--- src/rtl/control_sequencer.sv ---
// FPG8 fetch/decode/execute sequencer: one DATA driver per cycle, memory stalls via mem_ready, sticky timeout.
// ILLEGAL_TRAP_EN: opcodes 9-E halt and set sticky illegal_op; otherwise they retire as NOP.
module control_sequencer #(
    parameter int MEM_TIMEOUT = 15,
    parameter int CNT_W       = 4
) (
    input  logic       clk,
    input  logic       reset,
    input  logic [3:0] opcode,
    input  logic       s_bit,
    input  logic [1:0] shift,
    input  logic [2:0] rd_1,
    input  logic [2:0] rs_1,
    input  logic [2:0] rs_2,
    input  logic       zero_flag,
    input  logic       mem_ready,
    output logic       ir_in,
    output logic       pc_out,
    output logic       pc_in,
    output logic       pc_inc,
    output logic       mar_in,
    output logic       mem_rd,
    output logic       mem_wr,
    output logic [2:0] reg_sel,
    output logic       reg_out,
    output logic       reg_in,
    output logic       a_in,
    output logic       z_in,
    output logic       z_out,
    output logic       flags_in,
    output logic [1:0] alu_op,
    output logic [1:0] alu_shift,
    output logic       halted,
    output logic       bus_err
`ifdef ILLEGAL_TRAP_EN
    ,
    output logic       illegal_op
`endif
);

    typedef enum logic [2:0] {
        S_IDLE, S_F0, S_F1, S_DEC, S_E0, S_E1, S_E2, S_HALT
    } state_t;

    state_t           state, state_nxt;
    logic [CNT_W-1:0] wait_cnt;

    logic is_alu, is_ld, is_st, is_br, is_bz, is_hlt;
    logic in_wait, timeout_hit;

    assign is_alu = (opcode >= 4'd1) && (opcode <= 4'd4);
    assign is_ld  = (opcode == 4'd5);
    assign is_st  = (opcode == 4'd6);
    assign is_br  = (opcode == 4'd7);
    assign is_bz  = (opcode == 4'd8);
    assign is_hlt = (opcode == 4'hF);

`ifdef ILLEGAL_TRAP_EN
    logic is_ill;
    assign is_ill = (opcode >= 4'd9) && (opcode <= 4'hE);
`endif

    assign in_wait = (state == S_F1) || ((state == S_E1) && (is_ld || is_st));
    // A ready response in the limit cycle still completes normally.
    assign timeout_hit = (MEM_TIMEOUT != 0) && in_wait && !mem_ready &&
                         (wait_cnt == CNT_W'(MEM_TIMEOUT));

    always_ff @(posedge clk) begin
        if (reset) begin
            state    <= S_IDLE;
            wait_cnt <= '0;
            bus_err  <= 1'b0;
        end else begin
            state <= state_nxt;
            if (in_wait && !mem_ready)
                wait_cnt <= wait_cnt + CNT_W'(1);
            else
                wait_cnt <= '0;
            if (timeout_hit)
                bus_err <= 1'b1;
        end
    end

`ifdef ILLEGAL_TRAP_EN
    always_ff @(posedge clk) begin
        if (reset)
            illegal_op <= 1'b0;
        else if (state == S_DEC && is_ill)
            illegal_op <= 1'b1;
    end
`endif

    always_comb begin
        state_nxt = state;
        case (state)
            S_IDLE: state_nxt = S_F0;
            S_F0:   state_nxt = S_F1;
            S_F1: begin
                if (mem_ready)        state_nxt = S_DEC;
                else if (timeout_hit) state_nxt = S_HALT;
            end
            S_DEC: begin
                if (is_alu || is_ld || is_st || is_br) state_nxt = S_E0;
                else if (is_bz)                        state_nxt = zero_flag ? S_E0 : S_F0;
                else if (is_hlt)                       state_nxt = S_HALT;
`ifdef ILLEGAL_TRAP_EN
                else if (is_ill)                       state_nxt = S_HALT;
`endif
                else                                   state_nxt = S_F0;
            end
            S_E0:   state_nxt = (is_alu || is_ld || is_st) ? S_E1 : S_F0;
            S_E1: begin
                if (is_alu)           state_nxt = S_E2;
                else if (mem_ready)   state_nxt = S_F0;
                else if (timeout_hit) state_nxt = S_HALT;
            end
            S_E2:   state_nxt = S_F0;
            S_HALT: state_nxt = S_HALT;
            default: state_nxt = S_IDLE;
        endcase
    end

    always_comb begin
        ir_in     = 1'b0;
        pc_out    = 1'b0;
        pc_in     = 1'b0;
        pc_inc    = 1'b0;
        mar_in    = 1'b0;
        mem_rd    = 1'b0;
        mem_wr    = 1'b0;
        reg_sel   = 3'd0;
        reg_out   = 1'b0;
        reg_in    = 1'b0;
        a_in      = 1'b0;
        z_in      = 1'b0;
        z_out     = 1'b0;
        flags_in  = 1'b0;
        alu_op    = 2'd0;
        alu_shift = 2'd0;
        halted    = 1'b0;
        case (state)
            S_F0: begin
                pc_out = 1'b1;
                mar_in = 1'b1;
            end
            S_F1: begin
                mem_rd = 1'b1;
                ir_in  = mem_ready;
                pc_inc = mem_ready;
            end
            S_E0: begin
                reg_sel = rs_1;
                reg_out = 1'b1;
                a_in    = is_alu;
                mar_in  = is_ld || is_st;
                pc_in   = is_br || is_bz;
            end
            S_E1: begin
                if (is_alu) begin
                    reg_sel   = rs_2;
                    reg_out   = 1'b1;
                    z_in      = 1'b1;
                    alu_op    = opcode[1:0] - 2'd1;
                    alu_shift = shift;
                end else if (is_ld) begin
                    reg_sel = rd_1;
                    mem_rd  = 1'b1;
                    reg_in  = mem_ready;
                end else if (is_st) begin
                    reg_sel = rd_1;
                    reg_out = 1'b1;
                    mem_wr  = 1'b1;
                end
            end
            S_E2: begin
                z_out    = 1'b1;
                reg_sel  = rd_1;
                reg_in   = 1'b1;
                flags_in = s_bit;
            end
            S_HALT: halted = 1'b1;
            default: ;
        endcase
    end

endmodule

--- config.mk ---
export PLATFORM = sky130hd
export DESIGN_NAME = control_sequencer
export DESIGN_NICKNAME = d
export VERILOG_FILES = /design/src/rtl/control_sequencer.sv
export SDC_FILE = /design/constraint.sdc
export NUM_CORES = 1
export LEC_CHECK = 0
export ABC_CLOCK_PERIOD_IN_PS = 2850
export CELL_PAD_IN_SITES_DETAIL_PLACEMENT = 2
export CELL_PAD_IN_SITES_GLOBAL_PLACEMENT = 2
export CORE_MARGIN = 3
export CORE_UTILIZATION = 19
export CTS_CLUSTER_SIZE = 24
export DETAILED_ROUTE_END_ITERATION = 16
export PLACE_DENSITY = 0.75
export SYNTH_ARGS = -nofsm -noshare
export SYNTH_HDL_FRONTEND = slang
export SYNTH_SLANG_ARGS = --single-unit
--- constraint.sdc ---
create_clock -name clk -period 2.85 [get_ports clk]
set_input_delay 0.855 -clock clk [delete_from_list [all_inputs] [get_ports clk]]
set_output_delay 0.855 -clock clk [all_outputs]
set_load 0.005 [all_outputs]
After elaboration in Yosys (flattened, before gate mapping)
Index checks and enable logic that the tools add are counted.

operators by class
  equality and inequality tests = 13
  shift-type cells = 0
  multipliers = 0
  muxes and demuxes = 40
  bitwise logic cells = 1
  add/subtract/negate cells = 2
  reduce and logical (&&, ||, !) cells = 14
  div/mod/pow operators = 0
  $lt $le $gt $ge = 2

operator list
  cell                                                 count
  two-way mux 3 bit                                    12
  case mux 3 bit (7 select lines)                      1
  two-way mux 1 bit                                    18
  == test 3 bit, second input constant                 4
  == test 4 x 3 -> 1 bit, second input constant        3
  == test 4 bit, second input constant                 3
  case mux 3 bit (3 select lines)                      1
  two-way mux 2 bit                                    4
  case mux 1 bit (2 select lines)                      4
  == test 3 x 2 -> 1 bit, second input constant        2
  logical OR 1 bit                                     6
  adder 4 x 1 -> 4 bit, second input constant          1
  >= comparator 4 x 1 -> 1 bit, second input constant  1
  <= comparator 4 x 3 -> 1 bit, second input constant  1
  logical AND 1 bit                                    4
  OR reduction 2 bit                                   2
  == test 3 x 1 -> 1 bit, second input constant        1
  logical NOT 3 bit                                    1
  subtractor 2 x 1 -> 2 bit, second input constant     1
  logical NOT 1 bit                                    1
  inverter 1 bit                                       1

storage, ports and cells
  flip-flop bits (word level) = 8
  memory bits (writable) = 0
  bits in latches = 0
  memory bits (read-only) = 0
  logic and storage cells = 75
  memories = 0
  input bits = 20

Longest topological paths before layout
Gate-level depths: netlist (run 1).

  word-level depth = 10
  depth in mapped cells = 7
  depth with buffers taken out = 6

Worst setup path before layout (run 1)
Ideal clock, no wire load.

  path type = input -> output
  start = input opcode[1]
  end = output reg_sel[0]
  data arrival time = 2.064 ns
  cell stages on the path = 7
  path buffers = 1
  path slack = -0.069 ns
  path through = inv_1 > ha_1 > nor3b_4 > or3_1 > buf_6 > a31oi_1 > o21ai_0

on the way
  longest elaborated chain between the ends = 5

RTL lines
  item                                 RTL line  text
  from (decl)                          9         input logic [3:0] opcode,
  == test 4 x 3 -> 1 bit               53        assign is_st = (opcode == 4'd6);
  two-way mux 3 bit                    169       end else if (is_st) begin
  two-way mux 3 bit                    165       end else if (is_ld) begin
  two-way mux 3 bit (*)                159       if (is_alu) begin
  case mux 3 bit (3 select lines) (*)  141       case (state)
  to (decl)                            24        output logic [2:0] reg_sel,

Every way passes the cells marked *; elsewhere a longest branch is shown, timed or not.

Worst setup path after layout (run 1)
  start = input opcode[0]
  end = output reg_sel[2]

Same word-level chain as after synthesis.

==> metrics.yaml, run 1 <==
grt-ovfl-total: 0
multi_input_area_um2: 828.3
min_period_ps: 3102
layout.nets: 219
crit_arrival_ps: 2250
ys_types: 44
ioPinCount: 42
dr.pass1.iters: 4
area_growth_pct: 118.2
grt_pass1_vias: 1367
fin_area_um2: 1862
drive_gt1_share_pct: 50.79
postLayoutSetupSlackWorst_ps: -251.7
cts_tree: "yes"
regToRegEndpoint: "wait_cnt[2]"
cp_cell_sequence: "buf_8 -> inv_6 -> buf_6 -> ha_4 -> nor2b_4 -> or3_4 -> a31oi_4 -> o21ai_1 -> buf_2"
ant_nets: 0
track_usage_pct: 17.59
syn_inst: 110
r2r_cells: 5
vias: 1180
synth_flop_cell: "dfxtp_1"
ys_top_cells_by_area: "dfxtp_1 19%, ha_1 8.8%, nor2_1 4.8%"
ys_seq_area_share_pct: 18.77
post-place-ws_ps: -1108
slew_violations: 0
rsz0062_at_grt: "yes"
clockBufferDepth: 2
finalHoldViolCount: 0
r2r_slack_ps: 920
fin_tns_setup_ps: -2247
timing.fmax_mhz: 322.4
hold_depth: 1
ys.warnings.count: 0
crit_type: "input pin to output pin"
tightest_slew_ps: 517.5
cpPeakStageDelay_ps: 460
routed_wl_um: 4948
post_drt_wl_per_cell_um: 20.53
synth_common_cells: "11 x nor2_1, 8 x dfxtp_1, 7 x nor3_1"
register_area_um2: 160.2
clock-sinks: 8
ir_drop_mv: 0.1434
path_max_fanout: 6
async_reset_ff_share_pct: 0
dieWidth_um: 73.02
nFillCells: 445
antenna_found_initial: 0
hold_start: "wait_cnt[0]"
ys_ff_latch: 8
fin_crit_sh_pct: 108.8
drc: 0
power_w: 0.0007098
root_buffer: "clkbuf_8"
coreArea_um2: 4173
clkLatencyLatePin_ps: 230
rows: 23
gp_congestion: 0.7562
cp-end-kind: "output pin"
required_ps: 2000
violations: "negative setup slack"
outcome: "complete, but fails checks"
htreeDepth: 1
diodes: 0
slowest_stage: "or3_4"
syn_avg_cell_area_um2: 7.757
syn_area_um2: 853.3
yosysMostFrequentCell: "nor2_1"
initial_core_util_pct: 20.45
fp.dieArea_um2: 5331
hold_path_class: "flip-flop to flip-flop"
synth_fp_nets: 136
holdWs_ps: 455.4
synth-edff-count: 0
relSlewSlack_pct: 65.20
die_height_um: 73.02
via_per_inst: 4.896
synth_top_area_share_pct: 18.77
cts_inserted_buffers: 3
clk_transition_reported_paths_ps: 40
io_buffers: 41
setup_viol: 13
power_density_nw_per_um2: 381.2
hpwl_um: 3287
placed_cell_area_um2: 1506
drt_iter0_markers: 47
r2r-start: "state[0]"
min_to: "wait_cnt[0]"
maxCapViolCount: 0
skew_ps: 4.584
grt_max_degree: 11
startpoint_type: "input pin"
leakage_nw: 0.7958
synth_area_leader_cell: "dfxtp_1"
grt_pass1_wl_um: 7134
worst max-delay path by stage:
stage               from    endpoint
6_report       opcode[0]  reg_sel[2]
5_1_grt        opcode[1]  reg_sel[2]
4_1_cts        opcode[0]  reg_sel[0]
3_5_place_dp   opcode[1]   alu_op[0]
3_3_place_gp   opcode[1]   alu_op[0]
2_1_floorplan  opcode[0]  reg_sel[2]
placed cells by master, fill, tap and decap left out, types with 3 or more instances in the layout:
cell             netlist  layout
nand3b_1               3       3
clkbuf_8               0       3
buf_4                  1      32
nor2_1                11       8
nor3_4                 0       3
clkdlybuf4s50_1        0      21
nand2b_1               5       4
nor4b_1                3       3
buf_2                  1      11
and3_1                 3       3
nand3_1                4       4
dlygate4sd2_1          0       3
nand2_1                6       6
nor2_4                 0       3
a21oi_1                3       3
buf_6                  2      15
ha_4                   0       4
dfxtp_1                8       8
critical path: cells and delay by family:
family,cells,cell delay (ps)
buffers and inverters,4,380
adders and majority gates,1,140
and+or+nand+nor,2,510
AOI/OAI and AO/OA,2,350
timing repair:
action,CTS,global route
pin swaps,12,11
resized for setup,104,24
hold buffers,0,0
buffers inserted,14,5
endpoints found under the setup margin,17,15
per-layer routing:
metal  GRT usage [%]  up-vias  share of wire (%)
li1                -      559                  -
met1           18.57      582                 40
met2           34.46       30                 55
met3           2.204        9                3.0
met4           6.762        0                1.7
met5               0        -                  0
registers in the layout, summed over array words and instances (netlist names):
signal and cells:
wait_cnt 4, state 3, bus_err 1
kinds of logic (layout without fill, tap and decap cells):
logic type	after synthesis	count (layout)	share of synthesized area (%)
adder cells (fa/ha/maj)	6	6	8.797
flip-flops	8	8	18.77
XOR/XNOR	2	2	2.053
buffers and inverters	11	92	7.330
AND/OR/NAND/NOR	60	60	43.84
AO/OA/AOI/OAI	23	23	19.21
layout make-up:
class | instances | area share [%]
Clock buffer | 3 | 2.218
Inverter | 4 | 1.478
Multi-Input combinational cell | 91 | 44.49
Sequential cell | 8 | 8.602
Tap cell | 50 | 3.360
Timing Repair Buffer | 85 | 39.85
power by group:
| part | leakage (nW) | total [W] | internal (W) | switching (W) |
|---|---|---|---|---|
| Sequential | 0.0650 | 0.000173 | 0.000128 | 0.0000451 |
| Clock | 0.0216 | 0.000138 | 0.0000916 | 0.0000461 |
| Combinational | 0.709 | 0.000399 | 0.000205 | 0.000194 |
| Total | 0.796 | 0.000710 | 0.000425 | 0.000285 |
metrics by stage:
| step | cells | util [%] |
|---|---|---|
| 2_1_floorplan | 110 | - |
| 3_3_place_gp | 221 | 36.10 |
| 3_5_place_dp | 221 | 36.10 |
| 4_1_cts | 238 | 42.10 |
| 5_1_grt | 241 | 44.62 |
| 6_report | 241 | 44.62 |
Note: power is estimated with default switching activity, not from simulation.
==> inputs of run 2 (changes only) <==
RECOVER_POWER = 50   (was unset)
==> run 2 against run 1 <==
Net effect: worst setup slack stayed put; sequential power hardly changed; the flow still finishes with violations (negative setup slack); sequential share of layout area stayed put; clock power hardly changed; non-clock buffer count stayed put; via count stayed put; flip-flop and latch count stayed put; critical endpoint unchanged; clock skew stayed put; count of clock-buffer cells in the layout stayed put; combinational power hardly changed; largest power group unchanged; utilization stayed put; critical path depth stayed put.
==> metrics.yaml, run 2 (same netlist as run 1, synthesis figures left out) <==
hold_start: "wait_cnt[0]"
violations: "negative setup slack"
finalHoldViolCount: 0
cts_inserted_buffers: 3
crit_type: "input pin to output pin"
hold_path_class: "flip-flop to flip-flop"
routed_wl_um: 4948
clock-sinks: 8
post_drt_wl_per_cell_um: 20.53
rows: 23
vias: 1180
required_ps: 2000
skew_ps: 4.584
ioPinCount: 42
startpoint_type: "input pin"
largest_register_ffs: 4
grt_pass1_vias: 1367
rsz0062_at_grt: "yes"
timing.fmax_mhz: 322.4
postLayoutSetupSlackWorst_ps: -251.7
final_common_cell: "buf_4"
track_usage_pct: 17.59
layout.nets: 219
die_height_um: 73.02
grt-ovfl-total: 0
cp-end-kind: "output pin"
min_period_ps: 3102
root_buffer: "clkbuf_8"
via_per_inst: 4.896
reg.largest.list: "wait_cnt: 4 flops, state: 3 flops, bus_err: 1 flops"
hpwl_um: 3287
hold_depth: 1
drive_gt1_share_pct: 50.79
tightest_slew_ps: 517.5
drc: 0
relSlewSlack_pct: 65.20
io_buffers: 41
fp.dieArea_um2: 5331
grt_use_met3_pct: 2.204
htreeDepth: 1
initial_core_util_pct: 20.45
power_density_nw_per_um2: 381.2
grt_pass1_wl_um: 7134
dieWidth_um: 73.02
path_max_fanout: 6
grt_max_degree: 11
crit_arrival_ps: 2250
min_to: "wait_cnt[0]"
cts_tree: "yes"
clockBufferDepth: 2
leakage_nw: 0.7994
dr.pass1.iters: 4
crit_start: "opcode[0]"
r2r_slack_ps: 920
grt-busiest-layer: "met2"
maxCapViolCount: 0
coreArea_um2: 4173
outcome: "complete, but fails checks"
ant_nets: 0
r2r_cells: 5
met2_usage_pct: 34.46
met1_usage_pct: 18.57
fin_crit_sh_pct: 108.8
ir_drop_mv: 0.1434
r2r-start: "state[0]"
setup_viol: 13
regToRegEndpoint: "wait_cnt[2]"
diodes: 0
top_register: "wait_cnt"
drt_iter0_markers: 47
area_growth_pct: 118.2
slew_violations: 0
mostFrequentLayoutCells: "32 x buf_4, 20 x clkdlybuf4s50_1, 15 x buf_6"
power_w: 0.0007098
gp_congestion: 0.7562
antenna_found_initial: 0
clk_transition_reported_paths_ps: 40
post-place-ws_ps: -1108
clkLatencyLatePin_ps: 230
run 2: cell types whose count changed in the layout (fill, tap and decap cells not counted):
cell             change
clkdlybuf4s50_1      -1
dlygate4sd3_1        +1
run 2: repair_timing:
action / in CTS / in global routing
endpoints found under the setup margin: 17 / 15
hold buffers: 0 / 0
setup buffers: 14 / 5
gates cloned: 0 / 0
resized for setup: 104 / 24
pin swaps: 12 / 11
hold endpoints to repair: 0 / 0
run 2: how the worst max path moves through the flow:
| stage | to | slack [ps] | depth (start not counted) |
|---|---|---|---|
| 3_5_place_dp | alu_op[0] | -1110 | 7 |
| 4_1_cts | reg_sel[0] | -230 | 11 |
| 3_3_place_gp | alu_op[0] | -1000 | 7 |
| 5_1_grt | reg_sel[2] | -320 | 10 |
| 6_report | reg_sel[2] | -250 | 9 |
| 2_1_floorplan | reg_sel[2] | 10 | 7 |
run 2: final cells by class:
type | instances | area (um2)
flip-flops and latches | 8 | 160.2
inverters | 4 | 27.53
multi-input cells | 91 | 828.3
well taps | 50 | 62.56
clock buffers | 3 | 41.29
fillers | 445 | 2311
repair buffers | 85 | 742.0
run 2: where the power goes:
part           switching, W  internal [W]
Sequential        0.0000451      0.000128
Combinational      0.000194      0.000205
Clock             0.0000461     0.0000916
run 2: worst max-delay path, cell delays in order:
cell and delay, ps:
buf_8 100, inv_6 50, buf_6 90, ha_4 140, nor2b_4 50, or3_4 460
a31oi_4 250, o21ai_1 100, buf_2 140
run 2: layer usage:
| metal | wire (um) | part of all wire [%] |
|---|---|---|
| met1 | 1982 | 40 |
| met2 | 2733 | 55 |
| met3 | 149 | 3.0 |
| met4 | 83 | 1.7 |
| met5 | 0 | 0 |
run 2: stage by stage:
stage                     utilization [%]  hold WS, ps  cells  TNS (ps)  instance area, um2
after floorplan                         -        417.9    110         0               878.3
after global placement              36.10        429.3    221    -13790                1506
after detailed placement            36.10        455.3    221    -15220                1506
after CTS                           42.10        464.5    238     -1829                1757
after global routing                44.62        493.4    241     -3162                1862
final                               44.62        455.4    241     -2247                1862
==> inputs of run 3 (changes only) <==
CORE_UTILIZATION = 29   (was 19)
DONT_BUFFER_PORTS = 1   (was unset)
PLACE_DENSITY = 0.73   (was 0.75)
==> run 3 against run 2 <==
Net effect: the flow now finishes without violations; register-to-register slack better by 160 ps; global-route usage down 0.86 points; combinational power down 42%; first-iteration DRC count down 32%; worst setup slack better by 330 ps; hold slack worse by 1.1 ps; utilization down 7.3 points; sequential power down 11%; count of clock-buffer cells in the layout unchanged; flip-flop and latch count unchanged; total power down 34%; clock skew down 1.0 ps; critical path type unchanged; largest cell class unchanged; largest power group unchanged.
==> metrics.yaml, run 3 (same netlist as run 1, synthesis figures left out) <==
outcome: "finished, final reports clean"
crit_type: "input pin to output pin"
final_common_cell: "nor2_1"
p_sw_w: 0.0002031
fin_crit_sh_pct: 97.39
largest_register_ffs: 4
track_usage_pct: 16.73
drive_gt1_share_pct: 28.21
slowest_stage: "or3_4"
drc: 0
antenna_found_initial: 0
routed_wl_um: 2946
leakage_nw: 0.3863
fin_tns_setup_ps: 0
fp.dieArea_um2: 3629
vias: 880
r2r-start: "state[2]"
met1_usage_pct: 21.10
stdcell_count: 148
clockBufferDepth: 2
r2r_slack_ps: 1080
area_growth_pct: 21.55
setup_viol: 0
layout.nets: 145
grt_pass1_vias: 943
cp_cell_sequence: "inv_4 -> ha_4 -> nor3b_4 -> or3_4 -> nor3_2 -> buf_4"
switching_share_pct: 43.19
ioPinCount: 42
ant_nets: 0
grt_max_degree: 14
tightest_slew_ps: 512.0
internal_power_w: 0.0002671
mostFrequentLayoutCells: "11 x nor2_1, 8 x dfxtp_1, 8 x buf_4"
p_seq_share_pct: 32.8
timing.fmax_mhz: 360.3
via_per_inst: 5.946
finalHoldViolCount: 0
min_period_ps: 2776
slew_violations: 0
placed_cell_area_um2: 952.2
startpoint_type: "input pin"
power_w: 0.0004702
regToRegEndpoint: "wait_cnt[2]"
die_height_um: 60.25
cts_tree: "yes"
path_max_fanout: 5
cpPeakStageDelay_ps: 420
grt-ovfl-total: 0
grt_pass1_wl_um: 4560
initial_core_util_pct: 30.68
combinationalPowerShare_pct: 49.0
reg.largest.list: "wait_cnt: 4 flops, state: 3 flops, bus_err: 1 flops"
hold_buffers: 0
fin_area_um2: 1037
ir_drop_mv: 0.2456
crit_arrival_ps: 1920
maxCapViolCount: 0
grt_use_met3_pct: 3.240
root_buffer: "clkbuf_4"
diodes: 0
clock-sinks: 8
grt-busiest-layer: "met2"
numPlacedInstances: 145
power_density_nw_per_um2: 453.3
clkPwrFrac_pct: 18.2
coreArea_um2: 2781
skew_ps: 3.543
io_buffers: 0
cp-end-kind: "output pin"
drt_iter0_markers: 32
rsz0062_at_grt: "no"
htreeDepth: 1
top_register: "wait_cnt"
relSlewSlack_pct: 65.86
hold_path_class: "flip-flop to flip-flop"
post_drt_wl_per_cell_um: 19.91
dr.pass1.iters: 4
r2r_cells: 4
rows: 19
met2_usage_pct: 29.01
cts_inserted_buffers: 3
hpwl_um: 2343
gp_congestion: 0.7671
setup.worst_path.end: "alu_op[1]"
required_ps: 2000
crit_start: "opcode[1]"
dieWidth_um: 60.25
clkLatencyLatePin_ps: 250
clk_transition_reported_paths_ps: 50
-- run 3: cell count changes in the layout (fill, tap and decap cells not counted), sizes merged --
cell / change
dlygate4sd3: -1
dlygate4sd2: -3
buf: -52
clkdlybuf4s50: -20
clkdlybuf4s15: -1
clkbuf: +3
-- run 3: critical path, delay by kind of cell --
| kind | cells | cell delay [ps] |
|---|---|---|
| buffers and inverters | 2 | 170 |
| AND/OR/NAND/NOR | 3 | 750 |
| adder cells (fa/ha/maj) | 1 | 140 |
-- run 3: through the flow --
step	worst slack (ps)	utilization, %	hold WS (ps)
after floorplan	12.07	-	417.9
after global placement	-69.35	34.23	434.1
after detailed placement	-166.1	34.23	465.1
after CTS	17.17	36.17	457.5
after global routing	1.339	37.29	501.4
final	74.34	37.29	454.3
-- run 3: how the worst min path moves through the flow --
stage | startpoint | to | depth (start not counted)
after floorplan | wait_cnt[0] | wait_cnt[0] | 1
after global placement | wait_cnt[0] | wait_cnt[0] | 1
after detailed placement | wait_cnt[0] | wait_cnt[0] | 1
after CTS | wait_cnt[0] | wait_cnt[0] | 1
after global routing | wait_cnt[0] | wait_cnt[0] | 1
final | wait_cnt[0] | wait_cnt[0] | 1
-- run 3: layout make-up --
cell class,count,area [um2]
fillers,324,1744
multi-input cells,91,716.9
flip-flops and latches,8,160.2
repair buffers,11,78.83
well taps,31,38.79
clock buffers,3,22.52
inverters,4,20.02
-- run 3: repair_timing --
item / CTS / global route
setup endpoints to repair: 10 / 7
gates resized for setup: 8 / 6
buffers inserted: 0 / 0
pin swaps: 2 / 3
-- run 3: per-layer routing --
layer | share of wire [%] | routed length, um | up-vias
met4 | 0.41 | 12 | 0
met5 | 0 | 0 | -
met2 | 48 | 1408 | 36
met3 | 7.6 | 224 | 2
met1 | 44 | 1300 | 427
li1 | - | - | 415
-- run 3: power by group through the flow --
| stage | Clock, W | Sequential, W | Combinational, W |
|---|---|---|---|
| final | 0.0000856 | 0.000154 | 0.000230 |
| after global routing | 0.0000942 | 0.000157 | 0.000255 |
| after CTS | 0.0000881 | 0.000154 | 0.000229 |
| after detailed placement | 0 | 0.000156 | 0.000224 |
| after global placement | 0 | 0.000153 | 0.000214 |
| after floorplan | 0 | 0.000146 | 0.000178 |
